===== src/rtl/cpu15_pkg.sv =====
// -----------------------------------------------------------------------------
// cpu15_pkg
// Shared constants for the cpu15 RAM read/write decoders.
//   - Address map: RAM words at 0x00..ADDR_RAM_LAST, IO64 output port, and
//     IO65 (input-only, so never a store target).
//   - IO64 transmit state encoding. Bit 0 means "IO64_OUT holds unconsumed
//     data" and bit 1 means "pending buffer occupied". This lets VALID and
//     BUSY come straight off the state flops.
// -----------------------------------------------------------------------------
package cpu15_pkg;

  localparam logic [7:0] ADDR_RAM_LAST = 8'h07;
  localparam logic [7:0] ADDR_IO64     = 8'h40;
  localparam logic [7:0] ADDR_IO65     = 8'h41;

  localparam int unsigned RAM_WORDS  = 8;
  localparam int unsigned DATA_WIDTH = 16;

  typedef enum logic [1:0] {
    IO64_IDLE = 2'b00,  // nothing to deliver
    IO64_SENT = 2'b01,  // IO64_OUT valid, buffer empty
    IO64_FULL = 2'b11   // IO64_OUT valid, buffer holds the next word
  } io64_state_e;

  function automatic logic is_ram_addr(input logic [7:0] addr);
    return (addr <= ADDR_RAM_LAST);
  endfunction

endpackage


===== src/rtl/io64_tx.sv =====
// -----------------------------------------------------------------------------
// io64_tx
// IO64 output port with a valid/ack handshake and a one-entry pending buffer.
// Ports:
//   CLK_WB    in   writeback clock
//   RESET     in   synchronous active-high reset
//   i_store   in   decoded IO64 store this cycle
//   i_data    in   store data
//   i_ack     in   peripheral consumed o_data (one-cycle pulse)
//   o_data    out  registered IO64 output word
//   o_valid   out  o_data holds unconsumed data
//   o_busy    out  pending buffer occupied
//   o_drop    out  an IO64 store is being dropped this cycle (buffer full)
// -----------------------------------------------------------------------------
module io64_tx
  import cpu15_pkg::*;
(
  input  logic                  CLK_WB,
  input  logic                  RESET,
  input  logic                  i_store,
  input  logic [DATA_WIDTH-1:0] i_data,
  input  logic                  i_ack,
  output logic [DATA_WIDTH-1:0] o_data,
  output logic                  o_valid,
  output logic                  o_busy,
  output logic                  o_drop
);

  io64_state_e           r_state, w_state_nxt;
  logic [DATA_WIDTH-1:0] r_out,   w_out_nxt;
  logic [DATA_WIDTH-1:0] r_pend,  w_pend_nxt;

  // NOTE: sequential state uses non-blocking assignments so every flop
  // samples the pre-edge values of its peers, independent of block order.
  always_ff @(posedge CLK_WB) begin
    if (RESET) begin
      r_state <= IO64_IDLE;
      r_out   <= '0;
      r_pend  <= '0;
    end else begin
      r_state <= w_state_nxt;
      r_out   <= w_out_nxt;
      r_pend  <= w_pend_nxt;
    end
  end

  // NOTE: every output of this block gets a default first; otherwise any
  // path that skips an assignment would infer a latch.
  always_comb begin
    w_state_nxt = r_state;
    w_out_nxt   = r_out;
    w_pend_nxt  = r_pend;
    o_drop      = 1'b0;
    unique case (r_state)
      IO64_IDLE: begin
        if (i_store) begin
          w_out_nxt   = i_data;
          w_state_nxt = IO64_SENT;
        end
      end
      IO64_SENT: begin
        if (i_ack && i_store) begin
          // Current word consumed and replaced on the same edge.
          w_out_nxt = i_data;
        end else if (i_ack) begin
          w_state_nxt = IO64_IDLE;
        end else if (i_store) begin
          w_pend_nxt  = i_data;
          w_state_nxt = IO64_FULL;
        end
      end
      IO64_FULL: begin
        // A store here is dropped even when ACK frees the buffer this edge.
        o_drop = i_store;
        if (i_ack) begin
          w_out_nxt   = r_pend;
          w_state_nxt = IO64_SENT;
        end
      end
      default: w_state_nxt = IO64_IDLE;
    endcase
  end

  assign o_data  = r_out;
  assign o_valid = r_state[0];
  assign o_busy  = r_state[1];

endmodule


===== src/rtl/ram_wb.sv =====
// -----------------------------------------------------------------------------
// ram_wb
// Writeback-stage store decoder: updates one of eight 16-bit RAM words or the
// IO64 output port. All outputs are registered.
// Ports:
//   CLK_WB, RESET          clock, synchronous active-high reset
//   RAM_WEN                store request
//   RAM_AD_IN[7:0]         store address (0x00-0x07 RAM, 0x40 IO64)
//   RAM_DATA_IN[15:0]      store data
//   IO64_ACK               peripheral consumed IO64_OUT
//   RAM_0..RAM_7[15:0]     RAM words
//   IO64_OUT[15:0]         IO64 output data
//   IO64_VALID             IO64_OUT holds unconsumed data
//   RAM_BUSY               IO64 pending buffer occupied
//   WR_ERR                 sticky unmapped/dropped-store flag
// Configuration: define RAM_WB_ERR_EN to build the WR_ERR logic; otherwise
// WR_ERR is tied low.
// -----------------------------------------------------------------------------
module ram_wb
  import cpu15_pkg::*;
(
  input  logic        CLK_WB,
  input  logic        RESET,
  input  logic        RAM_WEN,
  input  logic [7:0]  RAM_AD_IN,
  input  logic [15:0] RAM_DATA_IN,
  input  logic        IO64_ACK,
  output logic [15:0] RAM_0,
  output logic [15:0] RAM_1,
  output logic [15:0] RAM_2,
  output logic [15:0] RAM_3,
  output logic [15:0] RAM_4,
  output logic [15:0] RAM_5,
  output logic [15:0] RAM_6,
  output logic [15:0] RAM_7,
  output logic [15:0] IO64_OUT,
  output logic        IO64_VALID,
  output logic        RAM_BUSY,
  output logic        WR_ERR
);

  logic [DATA_WIDTH-1:0] r_ram [RAM_WORDS];

  logic w_ram_store;
  logic w_io64_store;
  logic w_io64_drop;

  assign w_ram_store  = RAM_WEN && is_ram_addr(RAM_AD_IN);
  assign w_io64_store = RAM_WEN && (RAM_AD_IN == ADDR_IO64);

  // NOTE: these words are architecturally visible outputs with a defined
  // reset value, so unlike a plain RAM macro they must be reset.
  always_ff @(posedge CLK_WB) begin
    if (RESET) begin
      for (int i = 0; i < RAM_WORDS; i++) r_ram[i] <= '0;
    end else if (w_ram_store) begin
      r_ram[RAM_AD_IN[2:0]] <= RAM_DATA_IN;
    end
  end

  assign RAM_0 = r_ram[0];
  assign RAM_1 = r_ram[1];
  assign RAM_2 = r_ram[2];
  assign RAM_3 = r_ram[3];
  assign RAM_4 = r_ram[4];
  assign RAM_5 = r_ram[5];
  assign RAM_6 = r_ram[6];
  assign RAM_7 = r_ram[7];

  io64_tx u_io64_tx (
    .CLK_WB  (CLK_WB),
    .RESET   (RESET),
    .i_store (w_io64_store),
    .i_data  (RAM_DATA_IN),
    .i_ack   (IO64_ACK),
    .o_data  (IO64_OUT),
    .o_valid (IO64_VALID),
    .o_busy  (RAM_BUSY),
    .o_drop  (w_io64_drop)
  );

`ifdef RAM_WB_ERR_EN
  logic w_unmapped_store;
  logic r_wr_err;

  // IO65 is input-only, so it falls into the unmapped set for stores.
  assign w_unmapped_store = RAM_WEN && !w_ram_store && !w_io64_store;

  always_ff @(posedge CLK_WB) begin
    if (RESET) begin
      r_wr_err <= 1'b0;
    end else if (w_unmapped_store || w_io64_drop) begin
      r_wr_err <= 1'b1;
    end
  end

  assign WR_ERR = r_wr_err;
`else
  logic w_unused_drop;
  assign w_unused_drop = w_io64_drop;
  assign WR_ERR        = 1'b0;
`endif

endmodule


===== config.mk =====
export PLATFORM = sky130hd
export DESIGN_NAME = ram_wb
export DESIGN_NICKNAME = d
export VERILOG_FILES = /design/src/rtl/cpu15_pkg.sv /design/src/rtl/io64_tx.sv /design/src/rtl/ram_wb.sv
export SDC_FILE = /design/constraint.sdc
export NUM_CORES = 1
export LEC_CHECK = 0
export BUFFER_PORTS_ARGS = -buffer_cell sky130_fd_sc_hd__buf_2
export CORE_MARGIN = 2
export CORE_UTILIZATION = 37
export DETAILED_ROUTE_END_ITERATION = 10
export PLACE_DENSITY = 0.65
export REMOVE_ABC_BUFFERS = 1
export SETUP_SLACK_MARGIN = 0.4
export SLEW_MARGIN = 10
export SYNTH_ARGS = -nofsm -noshare
export SYNTH_HDL_FRONTEND = slang
export SYNTH_SLANG_ARGS = --single-unit
export TNS_END_PERCENT = 10

===== constraint.sdc =====
create_clock -name CLK_WB -period 2.82 [get_ports CLK_WB]
set_input_delay 0.564 -clock CLK_WB [delete_from_list [all_inputs] [get_ports CLK_WB]]
set_output_delay 0.564 -clock CLK_WB [all_outputs]
set_load 0.05 [all_outputs]

# --- Word-level counts from Yosys, hierarchy flattened ---
# Memories as Yosys holds them, arrays and structs flattened.
# Index checks and enable logic that the tools add are counted.
classes:
  eq_ne: 8
  bitwise_logic: 2
  n_lt_le_gt_ge: 1
  n_reduce_logical: 9
  mux: 18
op_table:
  columns: ["operator", "count"]
  rows:
  - ["2-to-1 mux 16 bit", 4]
  - ["case mux 16 bit (3 select lines)", 1]
  - ["OR reduction 16 bit", 1]
  - ["AND reduction 4 bit", 3]
  - ["2-to-1 mux 2 bit", 5]
  - ["equality test 8 x 7 -> 1 bit (second input constant)", 1]
  - ["less-or-equal comparator 8 x 3 -> 1 bit (second input constant)", 1]
  - ["2-to-1 mux 1 bit", 6]
  - ["case mux 2 bit (3 select lines)", 1]
  - ["inequality test 2 x 1 -> 1 bit (second input constant)", 2]
  - ["inequality test 2 bit (second input constant)", 2]
  - ["logical AND 1 bit", 3]
  - ["2-to-1 mux 3 bit", 1]
  - ["inequality test 3 x 2 -> 1 bit (second input constant)", 1]
  - ["nonzero test 3 bit", 1]
  - ["equality test 2 x 1 -> 1 bit (second input constant)", 1]
  - ["equality test 2 bit (second input constant)", 1]
  - ["zero test 2 bit", 1]
  - ["NOT 1 bit", 2]
word_totals:
  mem_bits_rw: 128
  reg_bits: 34
  wordCells: 42
  n_memories: 1
memory_table:
  columns: ["name", "words", "word_bits", "rd", "rd_clocked_by_memory_dff", "wr", "line", "text"]
  rows:
  - ["r_ram", 8, 16, 8, 0, 8, "ram_wb.sv:42", "logic [DATA_WIDTH-1:0] r_ram [RAM_WORDS];"]

# --- Depth between registers and ports, before layout ---
# Gate-level depths: netlist (run 1).
depth:
  ltp_word: 7
  ltp_mapped: 8

# --- Hierarchy ---
# From an unflattened synthesis (run 1), not the netlist that was laid out.
unflattened:
  cells_unflattened: 516
  hier_area_um2: 7065.5
modules_own_cells:
  columns: ["module", "cells_per_inst", "area_per_inst_um2", "seq_area_each_um2", "n_inst"]
  rows:
  - ["ram_wb", 348, 5492.8, 3843.7, 1]
  - ["io64_tx", 168, 1572.8, 680.7, 1]

# --- Worst setup path after synthesis (run 1) ---
# Ideal clock, no wire load.
synth_timing:
  kind: "input to register"
  start: "input RAM_AD_IN[7]"
  end: "memory r_ram[6][0], enable pin"
  n_path_buf: 0
  t_arrival_ps: 2361
  path_slack_ps: 47
  stages: 3
  setup_ps: 411
  path_cell_list: "nor4b_4 -> nand4_1 -> o21ai_0"
synth_rtl:
  columns: ["element", "line", "text"]
  rows:
  - ["from (decl)", "ram_wb.sv:25", "input logic [7:0] RAM_AD_IN,"]
  - ["to (decl)", "ram_wb.sv:42", null]

==> results of run 1 <==
-- metrics by stage --
step	std cells	instance area [um2]	utilization [%]
5_1_grt	910	8390	48.4
3_3_place_gp	876	7770	44.8
2_1_floorplan	459	6480	-
3_5_place_dp	876	7770	44.8
6_report	910	8390	48.4
4_1_cts	908	8390	48.3
-- final cells by class --
class	count	area (um2)
sequential	162	4520
clock inverter	13	184
multi-input combinational	274	1870
inverter	23	86.3
fill	1524	8960
timing repair buffer	192	1010
antenna	2	5.00
tap	225	282
clock buffer	19	433
-- sequential cells by signal, indices dropped and copies added, names as in the netlist --
| signal | cells |
|---|---|
| u_io64_tx.o_data | 16 |
| u_io64_tx.r_state | 2 |
| u_io64_tx.r_pend | 16 |
| r_ram | 128 |
-- cells by family after synthesis --
kind of cell,synth area share (%)
AO/OA/AOI/OAI,7.12
adder cells (fa/ha/maj),0.757
buffers and inverters,3.22
flip-flops,68.5
multiplexers,2.73
other,0.0567
AND/OR/NAND/NOR,17.7
-- routing by layer --
layer / vias to the layer above / global-route usage, % / routed length, um
met4: 0 / 9.51 / 566
met2: 196 / 27.5 / 7580
met1: 2083 / 25.2 / 7440
met3: 34 / 5.30 / 1510
li1: 2085 / - / -
met5: - / 0 / 0
-- layout by cell type (no fill, tap or decap), types with 3 or more instances in the layout --
master | netlist | final
buf_4 | 2 | 19
a211oi_1 | 22 | 22
nand2_1 | 32 | 32
nand4_1 | 3 | 3
ha_1 | 4 | 4
nor2_1 | 9 | 9
edfxtp_1 | 128 | 128
clkbuf_16 | 0 | 17
and2_1 | 128 | 128
buf_2 | 8 | 173
o21ai_1 | 0 | 3
mux2_2 | 16 | 16
a211oi_2 | 10 | 10
dfxtp_1 | 34 | 34
a21oi_1 | 16 | 16
inv_1 | 23 | 23
bufinv_16 | 0 | 4
or2_2 | 5 | 5
clkinv_4 | 0 | 3
-- report_power, final --
| part | switching, W | total, W | internal, W |
|---|---|---|---|
| sequential | 0.0000522 | 0.00276 | 0.00271 |
| combinational | 0.000752 | 0.000942 | 0.000189 |
| clock | 0.000910 | 0.00239 | 0.00148 |
-- worst register-to-register path, stage by stage, from the launching register on --
cell and delay, ps:
dfxtp_1 410, ha_1 200, nand2b_1 80, nand2b_1 70
buf_4 220, a21o_1 590, a211oi_1 180
-- worst max path at each step --
stage               slack, ps           end         start  cells past startpoint
floorplan                  50   r_ram[6][0]  RAM_AD_IN[7]                      3
finish                    660  r_ram[1][11]  RAM_AD_IN[7]                      5
global placement          300   r_ram[1][0]  RAM_AD_IN[7]                      5
detailed placement        250  r_ram[1][10]  RAM_AD_IN[7]                      5
global route              590   r_ram[3][6]  RAM_AD_IN[7]                      5
CTS                       710   r_ram[1][1]  RAM_AD_IN[7]                      5
==> impl_metrics.env, run 1 <==
export IMPL_status="finished clean"
export IMPL_drc=0
export IMPL_drt_iter0_markers=358
export IMPL_seq_area_frac_synth_pct=68.5
export IMPL_synth_edf_count=128
export IMPL_cts_resized_gates=0
export IMPL_synth_seq_cells=162
export IMPL_clk_path_buf_depth=2
export IMPL_min_period_ps=2160
export IMPL_nets=702
export IMPL_synth_area_leaders="edfxtp_1, and2_1, dfxtp_1"
export IMPL_finClkSkew_ps=5.03
export IMPL_reg2reg_depth=6
export IMPL_avgSynthCellArea_um2=13.6
export IMPL_ios=175
export IMPL_gp_congestion=0.787
export IMPL_die_height_um=138
export IMPL_synth_largest_area_cell="edfxtp_1"
export IMPL_grt_remaining_overflow=0
export IMPL_r2r_end="u_io64_tx.o_data[3]"
export IMPL_antenna_found_initial=3
export IMPL_ir_drop_mv=0.387
export IMPL_ctsHoldBuffers=0
export IMPL_worst_hold_startpoint="u_io64_tx.r_pend[0]"
export IMPL_first_pass_iters=5
export IMPL_cp_start_kind="input port"
export IMPL_cts_setup_buffers=0
export IMPL_track_usage_pct=18.7
export IMPL_h_tree_depth=4
export IMPL_drive_gt1_share_pct=37.6
export IMPL_synth_cell_types=39
export IMPL_path_cells="buf_2 > or4b_1 > nor2_1 > and4b_1 > or2_2"
export IMPL_path_max_fanout=16
export IMPL_cts_root_buf="clkbuf_16"
export IMPL_whs_ps=449
export IMPL_hold_end="u_io64_tx.r_pend[0]"
export IMPL_preCtsSetupSlack_ps=252
export IMPL_cts_sinks=162
export IMPL_finalWorstSetupSlack_ps=663
export IMPL_clk_latency_ps=420
export IMPL_area_delta_synth_final_pct=27.0
export IMPL_crit_required_ps=2900
export IMPL_hp_class="flip-flop to flip-flop"
export IMPL_setup_viol=0
export IMPL_rsz0062_at_grt="no"
export IMPL_synth_commonest_cells="and2_1, edfxtp_1, dfxtp_1"
export IMPL_slew_viol_final=0
export IMPL_initial_core_util_pct=38.1
export IMPL_synth_ff_type="edfxtp_1"
export IMPL_grt_pass1_wl_um=25200
export IMPL_path_clk_slew_ps=60
export IMPL_vias=4398
export IMPL_netlist_area_um2=6610
export IMPL_row_count=48
export IMPL_die_area_um2=18900
export IMPL_ant_nets=0
export IMPL_synthCells=486
export IMPL_cts_buffers_inserted=17
export IMPL_yosysWarnings=0
export IMPL_finalHoldViolCount=0
export IMPL_ys_async_sr_fraction_pct=0
export IMPL_end_kind="flip-flop"
export IMPL_slew_headroom_pct=51.2
export IMPL_r2r_slack_ps=900
export IMPL_critPathSlowestCell="or4b_1"
export IMPL_hold_depth=2
export IMPL_first_global_vias=4262
export IMPL_die_x_um=138
export IMPL_drv_cap=0
export IMPL_total_power_w=0.00609
export IMPL_coreArea_um2=17400
export IMPL_grt_max_degree=41
export IMPL_p_leak_nw=3.31
export IMPL_dp_hpwl_um=11600
export IMPL_vias_per_cell=4.83
export IMPL_crit_path_max_incr_delay_ps=640
export IMPL_fin_setup_tns_ps=0
export IMPL_powerDensity_nw_per_um2=726
export IMPL_cts_tree="yes"
export IMPL_critPathKind="input port to flip-flop"
export IMPL_critical_path_arrival_ps=2240
export IMPL_final_period_utilization_pct=76.5
export IMPL_cp_top_family="simple AND/OR/NAND/NOR gates"
export IMPL_critPathBufInv=1
export IMPL_timing_fmax_mhz=464
export IMPL_synth_top_area_share_pct=58.2
export IMPL_r2r_start="u_io64_tx.r_state[1]"
export IMPL_portBuffers=173
export IMPL_avgRoutedWirePerCell_um=18.8
export IMPL_drt_wl_total_um=17100
export IMPL_worst_slew_pin_slew_ps=732
(Power assumes the default switching activity.)
==> run 2: changes to the inputs <==
- ABC_AREA: unset -> 1
- clock period: 2.82 -> 1.8 ns (I/O delays scaled with it)
==> impl_metrics.env, run 2 <==
export IMPL_status="finished clean"
export IMPL_end_kind="flip-flop"
export IMPL_largest_reg_flops=128
export IMPL_antenna_found_initial=0
export IMPL_finalHoldViolCount=0
export IMPL_avgRoutedWirePerCell_um=18.1
export IMPL_cts_root_buf="clkbuf_16"
export IMPL_yosysMostFrequentCell="nor2_1"
export IMPL_finClkSkew_ps=5.54
export IMPL_synth_seq_cells=162
export IMPL_cts_buffers_inserted=17
export IMPL_drt_wl_total_um=18200
export IMPL_p_leak_nw=3.65
export IMPL_drive_gt1_share_pct=39.0
export IMPL_final_cell_mix="buf_2, nor2_1, edfxtp_1, nand2_1, buf_4"
export IMPL_vias=4846
export IMPL_first_global_vias=4346
export IMPL_netlist_area_um2=6240
export IMPL_track_usage_pct=19.8
export IMPL_fin_setup_tns_ps=0
export IMPL_timing_fmax_mhz=631
export IMPL_setup_viol=0
export IMPL_clk_latency_ps=430
export IMPL_placedCellCount=949
export IMPL_gp_congestion=0.824
export IMPL_multiInputGateArea_um2=1560
export IMPL_rsz0062_at_grt="yes"
export IMPL_seq_area_frac_synth_pct=72.6
export IMPL_grt_pass1_wl_um=25600
export IMPL_synth_edf_count=128
export IMPL_cts_sinks=162
export IMPL_synth_cell_types=27
export IMPL_die_area_um2=17900
export IMPL_synth_commonest_cells="nor2_1, edfxtp_1, nand2_1"
export IMPL_crit_path_max_incr_delay_ps=360
export IMPL_drt_iter0_markers=453
export IMPL_portBuffers=173
export IMPL_ios=175
export IMPL_hold_depth=2
export IMPL_critPathMostFrequentCell="inv_2"
export IMPL_seqCellArea_um2=4530
export IMPL_ctsHoldBuffers=0
export IMPL_synth_largest_area_cell="edfxtp_1"
export IMPL_critPathKind="flip-flop to flip-flop"
export IMPL_synth_area_leaders="edfxtp_1, dfxtp_1, nor2_1"
export IMPL_initial_core_util_pct=37.7
export IMPL_dp_hpwl_um=11800
export IMPL_powerDensity_nw_per_um2=1080
export IMPL_yosysWarnings=0
export IMPL_avgSynthCellArea_um2=11.6
export IMPL_slew_viol_final=0
export IMPL_drc=0
export IMPL_synth_top_area_share_pct=61.6
export IMPL_crit_required_ps=2150
export IMPL_critical_path_arrival_ps=1930
export IMPL_synthCells=536
export IMPL_ys_async_sr_fraction_pct=0
export IMPL_grt_remaining_overflow=0
export IMPL_path_max_fanout=8
export IMPL_h_tree_depth=4
export IMPL_path_cells="inv_4 > ha_4 > inv_2 > nor2_4 > inv_2 > nor3_4 > buf_6 > clkbuf_16 > o21ai_0 > a21oi_1"
export IMPL_final_common_cell="buf_2"
export IMPL_coreArea_um2=16500
export IMPL_fin_cells=1004
export IMPL_synth_ff_type="edfxtp_1"
export IMPL_area_delta_synth_final_pct=39.2
export IMPL_nets=802
export IMPL_clk_path_buf_depth=2
export IMPL_min_period_ps=1580
export IMPL_die_height_um=134
export IMPL_vias_per_cell=4.83
export IMPL_first_pass_iters=5
export IMPL_ant_nets=0
export IMPL_reg2reg_depth=10
export IMPL_fill_cells=1424
export IMPL_path_clk_slew_ps=60
export IMPL_row_count=47
export IMPL_final_period_utilization_pct=88.0
export IMPL_drv_cap=0
export IMPL_hp_class="input port to flip-flop"
export IMPL_cts_tree="yes"
export IMPL_cp_start_kind="flip-flop"
export IMPL_die_x_um=134
export IMPL_final_util_pct=52.5
export IMPL_top_register="r_ram"
export IMPL_critPathSlowestCell="dfxtp_4"
export IMPL_ir_drop_mv=0.699
export IMPL_grt_max_degree=42
run 2: cell types whose count changed after synthesis, moves of 8 or more:
cell	before	now
nand2_1	32	60
mux2_2	16	0
a211oi_1	22	0
inv_1	23	15
nor3_1	1	16
o21bai_2	0	10
nor2_1	9	152
a211oi_2	10	0
o21ai_0	3	32
and2_1	128	1
clkinv_1	0	16
run 2: routing by layer:
metal | track usage (%) | wire length, um | vias to the layer above
li1 | - | - | 2266
met1 | 27.3 | 7980 | 2296
met2 | 30.2 | 8500 | 240
met3 | 4.99 | 1230 | 44
met4 | 7.68 | 475 | 0
met5 | 0 | 0 | -
run 2: critical path: cells and delay by family, from the launching register on:
kind                       cells  cell delay [ps]
adders and majority gates      1              120
DFF                            1              360
AOI/OAI and AO/OA              2              230
and+or+nand+nor                2              290
buffers and inverters          5              490
run 2: what timing repair did:
action	in CTS	in global routing
endpoints found under the setup margin	80	135
cloned	2	5
pin swaps	5	8
resized for setup	25	22
buffers inserted	6	9
run 2: worst paths after layout:
check             slack (ps)                  from              endpoint
setup reg to reg         220  u_io64_tx.r_state[1]   u_io64_tx.r_pend[0]
setup / recovery         220  u_io64_tx.r_state[1]   u_io64_tx.r_pend[0]
hold / removal           120                 RESET  u_io64_tx.r_state[1]
hold reg to reg          520   u_io64_tx.r_pend[4]   u_io64_tx.r_pend[4]
run 2: through the flow:
stage	total power [W]	hold WS, ps	setup slack [ps]	instance area, um2
floorplan	0.00533	429	-585	6110
global placement	0.00579	518	102	7730
detailed placement	0.00580	525	95.9	7730
CTS	0.00935	103	340	8490
global route	0.00963	111	180	8680
finish	0.00936	116	216	8680
run 2: layout make-up:
type | count | area share (%)
sequential | 162 | 52.2
timing repair buffer | 238 | 18.6
multi-input combinational | 318 | 17.9
clock buffer | 22 | 5.12
tap | 220 | 3.17
clock inverter | 10 | 1.56
inverter | 33 | 1.46
antenna | 1 | 0.0288
run 2: logic make-up after synthesis:
| logic type | Yosys count | synth area share, % |
|---|---|---|
| buffers and inverters | 58 | 3.99 |
| and+or+nand+nor | 246 | 16.1 |
| other | 1 | 0.0601 |
| adders and majority gates | 4 | 0.803 |
| AOI/OAI and AO/OA | 65 | 6.46 |
| DFF | 162 | 72.6 |
run 2: where the power goes:
part	leakage (nW)	switching, W	internal, W
Combinational	1.89	0.00113	0.000377
Sequential	1.49	0.0000768	0.00421
Clock	0.272	0.00139	0.00217
Total	3.65	0.00260	0.00676
